`src/rtl/acc_muldiv_seq_pkg.sv`:
```
// acc_muldiv_seq_pkg: accumulator select encodings, data/ALU codes and sequencer states
package acc_muldiv_seq_pkg;
  typedef enum logic [1:0] {
    SEL_IDLE        = 2'b00,
    SEL_SHIFT_RIGHT = 2'b01,
    SEL_SHIFT_LEFT  = 2'b10,
    SEL_LOAD        = 2'b11
  } sel_e;
  localparam logic DATA_ALU = 1'b0;
  localparam logic DATA_BUS = 1'b1;
  localparam logic ALU_ADD  = 1'b0;
  localparam logic ALU_SUB  = 1'b1;
  typedef enum logic [2:0] {
    S_IDLE,
    S_CLEAR,
    S_MUL_ADD,
    S_MUL_SHIFT,
    S_DIV_SHIFT,
    S_DIV_SUB,
    S_DIV_FINAL,
    S_DONE
  } state_e;
endpackage

```
`src/rtl/acc_muldiv_seq.sv`:
```
// acc_muldiv_seq: drives accumulator selects for shift-add multiply and restoring divide
module acc_muldiv_seq
  import acc_muldiv_seq_pkg::*;
#(
  parameter int WIDTH = 4
) (
  input  logic       clk,
  input  logic       reset_p,
  input  logic       start,
  input  logic       op,
  input  logic       b_zero,
  input  logic       acc_low_lsb,
  input  logic       alu_carry,
  output logic       alu_sub,
  output logic [1:0] acc_high_select,
  output logic [1:0] acc_low_select,
  output logic       acc_in_select,
  output logic       fill_value,
  output logic       acc_high_reset_p,
  output logic       busy,
  output logic       done,
  output logic       err
);
  localparam int CW = $clog2(WIDTH);
  state_e state_q, state_d;
  logic [CW-1:0] cnt_q, cnt_d;
  logic op_q, op_d, err_q, err_d, carry_q, carry_d, q_q, q_d;
  logic last;
  assign last = cnt_q == CW'(WIDTH - 1);
  always_ff @(posedge clk or posedge reset_p) begin
    if (reset_p) begin
      state_q <= S_IDLE;
      cnt_q   <= '0;
      op_q    <= 1'b0;
      err_q   <= 1'b0;
      carry_q <= 1'b0;
      q_q     <= 1'b0;
    end else begin
      state_q <= state_d;
      cnt_q   <= cnt_d;
      op_q    <= op_d;
      err_q   <= err_d;
      carry_q <= carry_d;
      q_q     <= q_d;
    end
  end
  always_comb begin
    state_d          = state_q;
    cnt_d            = cnt_q;
    op_d             = op_q;
    err_d            = err_q;
    carry_d          = carry_q;
    q_d              = q_q;
    alu_sub          = ALU_ADD;
    acc_high_select  = SEL_IDLE;
    acc_low_select   = SEL_IDLE;
    fill_value       = 1'b0;
    acc_high_reset_p = 1'b0;
    done             = 1'b0;
    case (state_q)
      S_IDLE: if (start) begin
        op_d    = op;
        err_d   = op & b_zero;
        state_d = (op & b_zero) ? S_DONE : S_CLEAR;
      end
      S_CLEAR: begin
        acc_high_reset_p = 1'b1;
        cnt_d            = '0;
        state_d          = op_q ? S_DIV_SHIFT : S_MUL_ADD;
      end
      S_MUL_ADD: begin
        acc_high_select = acc_low_lsb ? SEL_LOAD : SEL_IDLE;
        carry_d         = acc_low_lsb & alu_carry;
        state_d         = S_MUL_SHIFT;
      end
      S_MUL_SHIFT: begin
        acc_high_select = SEL_SHIFT_RIGHT;
        acc_low_select  = SEL_SHIFT_RIGHT;
        fill_value      = carry_q;
        cnt_d           = cnt_q + 1'b1;
        state_d         = last ? S_DONE : S_MUL_ADD;
      end
      // the first shift has no quotient bit yet, so q_q from a prior run must not leak in
      S_DIV_SHIFT: begin
        acc_high_select = SEL_SHIFT_LEFT;
        acc_low_select  = SEL_SHIFT_LEFT;
        fill_value      = (cnt_q != '0) & q_q;
        state_d         = S_DIV_SUB;
      end
      S_DIV_SUB: begin
        alu_sub         = ALU_SUB;
        acc_high_select = alu_carry ? SEL_IDLE : SEL_LOAD;
        q_d             = ~alu_carry;
        cnt_d           = cnt_q + 1'b1;
        state_d         = last ? S_DIV_FINAL : S_DIV_SHIFT;
      end
      S_DIV_FINAL: begin
        acc_low_select = SEL_SHIFT_LEFT;
        fill_value     = q_q;
        state_d        = S_DONE;
      end
      S_DONE: begin
        done    = 1'b1;
        state_d = S_IDLE;
      end
      default: state_d = S_IDLE;
    endcase
  end
  assign busy          = (state_q != S_IDLE) && (state_q != S_DONE);
  assign err           = done & err_q;
  assign acc_in_select = DATA_ALU;
endmodule
```
`config.mk`:
```
export PLATFORM = sky130hd
export DESIGN_NAME = acc_muldiv_seq
export DESIGN_NICKNAME = d
export VERILOG_FILES = /design/src/rtl/acc_muldiv_seq_pkg.sv /design/src/rtl/acc_muldiv_seq.sv
export SDC_FILE = /design/constraint.sdc
export NUM_CORES = 1
export LEC_CHECK = 0
export CAP_MARGIN = 5
export CORE_MARGIN = 1.5
export CORE_UTILIZATION = 35
export CTS_BUF_LIST = sky130_fd_sc_hd__clkbuf_8
export DETAILED_ROUTE_END_ITERATION = 8
export DONT_BUFFER_PORTS = 1
export PLACE_DENSITY_LB_ADDON = 0.05
export SETUP_SLACK_MARGIN = 0.4
export SLEW_MARGIN = 15
export SYNTH_ARGS = -nofsm -noshare
export SYNTH_HDL_FRONTEND = slang
export SYNTH_SLANG_ARGS = --single-unit
```
`constraint.sdc`:
```
create_clock -name clk -period 2.1 [get_ports clk]
set_input_delay 0.525 -clock clk [delete_from_list [all_inputs] [get_ports clk]]
set_output_delay 0.525 -clock clk [all_outputs]
set_load 0.005 [all_outputs]
```
# After elaboration in Yosys (flattened, before gate mapping)
# Index checks and enable logic that the tools add are counted.
dict set report totals {
  register_bits 9
  in_bits 7
  output_inout_bits 11
  word_cells 45
}
dict set report op_classes {
  add_sub_neg 1
  n_eq_ne 10
  muxes 15
  n_bitwise 5
  reduce_logical 8
}
# operator n
set ops {}
lappend ops {{one-hot mux 3 bit (8 select lines)} 1}
lappend ops {{equality test 3 bit, second input constant} 4}
lappend ops {{two-way mux 3 bit} 4}
lappend ops {{one-hot mux 2 bit (2 select lines)} 2}
lappend ops {{one-hot mux 2 bit (4 select lines)} 1}
lappend ops {{equality test 3 x 2 -> 1 bit, second input constant} 2}
lappend ops {{two-way mux 2 bit} 3}
lappend ops {{bitwise AND 1 bit} 4}
lappend ops {{nonzero test 2 bit} 2}
lappend ops {{OR reduction 2 bit} 2}
lappend ops {{equality test 3 x 1 -> 1 bit, second input constant} 1}
lappend ops {{zero test 3 bit} 1}
lappend ops {{two-way mux 1 bit} 3}
lappend ops {{!= test 3 bit, second input constant} 1}
lappend ops {{one-hot mux 1 bit (3 select lines)} 1}
lappend ops {{nonzero test 3 bit} 1}
lappend ops {{adder 2 x 1 -> 2 bit, second input constant} 1}
lappend ops {{equality test 2 bit, second input constant} 1}
lappend ops {{!= test 2 bit, second input constant} 1}
lappend ops {{AND reduction 2 bit} 1}
lappend ops {{logical AND 1 bit} 1}
lappend ops {{inverter 1 bit} 1}

# Longest topological paths before layout
dict set report depth {
  ltp_word 4
  depth_mapped 5
  depth_no_buf 4
}

# Worst setup path after synthesis
# OpenSTA, ideal clock, no wires.
dict set report synth_path {
  path_type {register -> output}
  start {reg state_q[1]}
  end {out fill_value}
  arrival_time_ps 985
  required_time_ps 1575
  setup_slack_ps 590
  path_stages_with_launch 5
  n_path_buf 1
  cell_sequence {dfrtp_1 > buf_6 > nor2b_4 > and2_1 > a32o_1}
}
dict set report synth_between {
  elab_chain_cells 2
  word_cells_on_any_way 4
  cone_classes {3 x eq/ne; 1 x mux}
}
# element line_no
set synth_rtl {}
lappend synth_rtl {{start, declared} acc_muldiv_seq.sv:25} ;# state_e state_q, state_d;
lappend synth_rtl {{start signal, assigned} acc_muldiv_seq.sv:39} ;# state_q <= state_d;
lappend synth_rtl {{equality test 3 bit or equality test 3 x 2 -> 1 bit (tied branches)} acc_muldiv_seq.sv:60} ;# case (state_q)
lappend synth_rtl {{one-hot mux 1 bit (3 select lines) *} acc_muldiv_seq.sv:60}
lappend synth_rtl {{end, declared} acc_muldiv_seq.sv:18} ;# output logic fill_value,
# Every way passes the cells marked *; elsewhere a longest branch is shown, timed or not.

# Final worst setup path
# Same ends and word-level chain as after synthesis.

==> results.md <==
Global routing:
- The via count of the first global-routing pass came to 512.
- The total overflow left after global routing is 0.
- The largest net degree at the start of global routing is 14.
- In the global route stage, overall resource usage came out at 0.1485.
- The first global-routing pass estimated 2256 µm of wire.
- The initial antenna violation count is 0.

Placed design:
- At the end of routability-driven placement, the weighted congestion stood at 0.7505.
- The placed wire-length estimate after detailed placement is 998.5 µm.
- The post-placement setup slack is 0.5370 ns.
- The number of buffer cells added on primary ports is 0.

Power:
- IR analysis of the VDD net gives a maximum drop of 0.6100 mV.
- The static power due to leakage is ~0.35 nW.
- The power density normalized to cell area is about 1600 nW/µm².

Setup path:
- Of all nets on the critical path, the largest fanout is 4.
- STA classifies the critical path endpoint as an output port.
- The required time reported for the critical path endpoint is 1.57 ns.
- The largest stage delay on the critical path is 0.42 ns.
- STA puts the critical path data arrival time at roughly 1.2 ns.
- The critical path in this run is classified as reg2out.
- Walking the worst path, the cells encountered are nor2b_4 -> and2_4 -> a32o_1.
- In this run the register-to-register setup slack is 0.64 ns.
- The highest-delay cell along the critical path is dfrtp_2.
- The startpoint kind of the worst setup timing path is a flip-flop.

STA:
- The final clock period utilization by the worst path is 0.8130.
- Derived from the worst setup path, the maximum achievable clock frequency is 585.7 MHz.
- Setup repair after global routing could not meet its margin everywhere.
- The count of final setup violators is 0.
- The minimum period implied by the final worst setup slack is 1.707 ns.
- For the final routed database, the setup TNS stands at 0 ns.
- The final hold violation count is 0.
- For the final database, setup skew stands at 0.007316 ns.
- The count of final max-slew check failures was 0.
- The post-route worst setup slack is 0.3927 ns.

Routing:
- The number of DRC violations after detailed routing is 0.
- Wire segments on met3 add up to 76 µm in the final route.
- The sum of routed wire length over all layers is between 1000 and 1500 µm.
- The number of DRC violations after detailed-routing iteration 0 is 3.
- The detailed router used layers up to and including met4.
- After detailed routing, the met2 layer carries 617 µm of wire.
- The first TritonRoute pass finished after 4 iterations.
- Detailed routing inserted a total of 532 vias.
- The routed wirelength normalized by instance count is roughly 13 µm.
- The remaining number of nets flagged by the antenna check after routing is 0.
- The per-cell via count in the routed design is 5.267.
- In the final routing, the length of wire on met1 measures 607 µm.

Synth:
- The proportion of synthesized flip-flops having asynchronous set or reset is 1.000.
- Yosys printed 0 warnings.
- The post-synthesis sequential area ratio is 0.3321.
- The number of cells produced by synthesis is 72.
- The post-synthesis instance area is 678.2 µm².
- In the synthesized netlist the dominant register cell turns out to be dfrtp_1.
- The number of flops mapped to enable cells by yosys is 0.
- The flop and latch count out of synthesis is 9.
- The average size of a mapped cell is around 9.4 µm².
- The synthesized netlist net count is 81.
- Synthesis instantiated 33 different standard cells from the library.

Floorplan:
- The effective utilization at floorplan is 0.3844.
- The die height is 47.02 µm.
- The die covers between 2000 and 2500 µm².
- The floorplan step defined a core boundary enclosing 1764 µm².
- The number of I/O pins is 18.
- The number of core rows is 15.
- The chip width is 47.02 µm.

CTS:
- The source-to-sink clock delay at the later pin of the worst-skew pair is 0.24 ns.
- The CTS clock-pin slew for the worst setup and hold paths is about 0.050 ns.
- The clock net sink count is 9.
- The cell at the root of the clock tree is clkbuf_8.
- The number of buffers created by CTS is 3.
- The number of buffers inserted by hold repair at cts is 0.
- In this run the number of H-tree levels came out at 1.
- In this run the deepest clock path goes through 2 buffers.
- TritonCTS built the clock tree.

Flow run:
- The count of maximum capacitance violations is 0.

Run status:
- The run finished with clean final reports.

Cells and area:
- The most frequent standard cell in the layout excluding fill and tap cells is dfrtp_1.
- The count of inserted antenna diode cells is 0.
- The number of nets in the layout is 86.
- The area growth from synthesis to layout is 12.92%.
- Leaving out fill and tap cells, the most frequent cells in the layout are 6 x dfrtp_1, 5 x inv_1, 5 x nand2_1, 5 x buf_4.
- The fill cell total of the finished layout is between 150 and 200.
- The fraction of layout instances using a drive strength above 1 is 0.3158.

Min path:
- The tightest min-delay check is of the in2async type.
cells in the mapped netlist (2+ instances only):
cell type  count  share of area
dfrtp_1        9           0.33
inv_1          5          0.028
nand2_1        5          0.028
nor2_1         5          0.028
a21oi_1        4          0.030
buf_6          4          0.066
and2_1         3          0.028
buf_4          3          0.033
a32o_1         2          0.030
and3_1         2          0.018
ha_1           2          0.037
mux2_1         2          0.033
nor2b_1        2          0.018
nor3b_1        2          0.022
nor3b_2        2          0.037
o21bai_1       2          0.022
o31ai_1        2          0.022
critical path: cells and delay by family, from the launching register on:
family           cells  cell delay, ns
AND/OR/NAND/NOR      2            0.31
AO/OA/AOI/OAI        1            0.21
flip-flops           1            0.42
path summary, 6_finish.rpt:
check	cells after the start	end	start
worst max-delay path	3	fill_value	state_q[1]
worst min-delay path	1	op_q	reset_p
worst max register to register	4	err_q	state_q[0]
worst min register to register	1	err_q	err_q
max in group asynchronous	1	state_q[2]	reset_p
min in group clk	1	q_q	alu_carry
logic make-up after synthesis:
| family | synth area share |
|---|---|
| compound gates | 0.1919 |
| xor+xnor | 0.01292 |
| fa+ha+maj | 0.03689 |
| buf+inv | 0.1273 |
| flops | 0.3321 |
| mux | 0.03321 |
| other cells | 0.005530 |
| simple gates | 0.2601 |
timing repair:
item                                    CTS  global route
endpoints found under the setup margin    5             5
resized for setup                         5             4
pin swaps                                 0             2
buffers inserted                          4             0
where the power goes:
| group | switching, mW | internal (mW) |
|---|---|---|
| Sequential | 0.0932 | 0.266 |
| Clock | 0.0740 | 0.130 |
| Combinational | 0.353 | 0.344 |
| Total | 0.520 | 0.740 |
layout make-up:
type                            count  area [µm²]  share of cell area
Multi-Input combinational cell     51       380.4              0.4967
Sequential cell                     9       229.0              0.2990
Timing Repair Buffer                7       60.06             0.07843
Clock buffer                        3       41.29             0.05392
Tap cell                           25       31.28             0.04085
Inverter                            5       18.77             0.02451
Clock inverter                      1       5.005            0.006536
per-layer routing:
layer	up-vias	track usage
met1	254	0.1829
met2	19	0.2411
li1	255	-
met4	0	0.06667
met3	4	0.04231
met5	-	0
flip-flops by register name, summed over array words and instances, names as in the netlist:
signal	count
op_q	1
q_q	1
cnt_q	2
state_q	3
carry_q	1
err_q	1
stage by stage:
stage / cells / power [mW] / util / area (µm²) / hold slack, ns
2_1_floorplan: 72 / 0.9180 / - / 678.2 / 0.3529
3_3_place_gp: 93 / 0.9584 / 0.3766 / 664.4 / 0.4142
3_5_place_dp: 93 / 0.9602 / 0.3766 / 664.4 / 0.4150
4_1_cts: 101 / 1.246 / 0.4248 / 749.5 / 0.1561
5_1_grt: 101 / 1.385 / 0.4340 / 765.7 / 0.1777
6_report: 101 / 1.260 / 0.4340 / 765.7 / 0.1461
(Power assumes the default switching activity.)
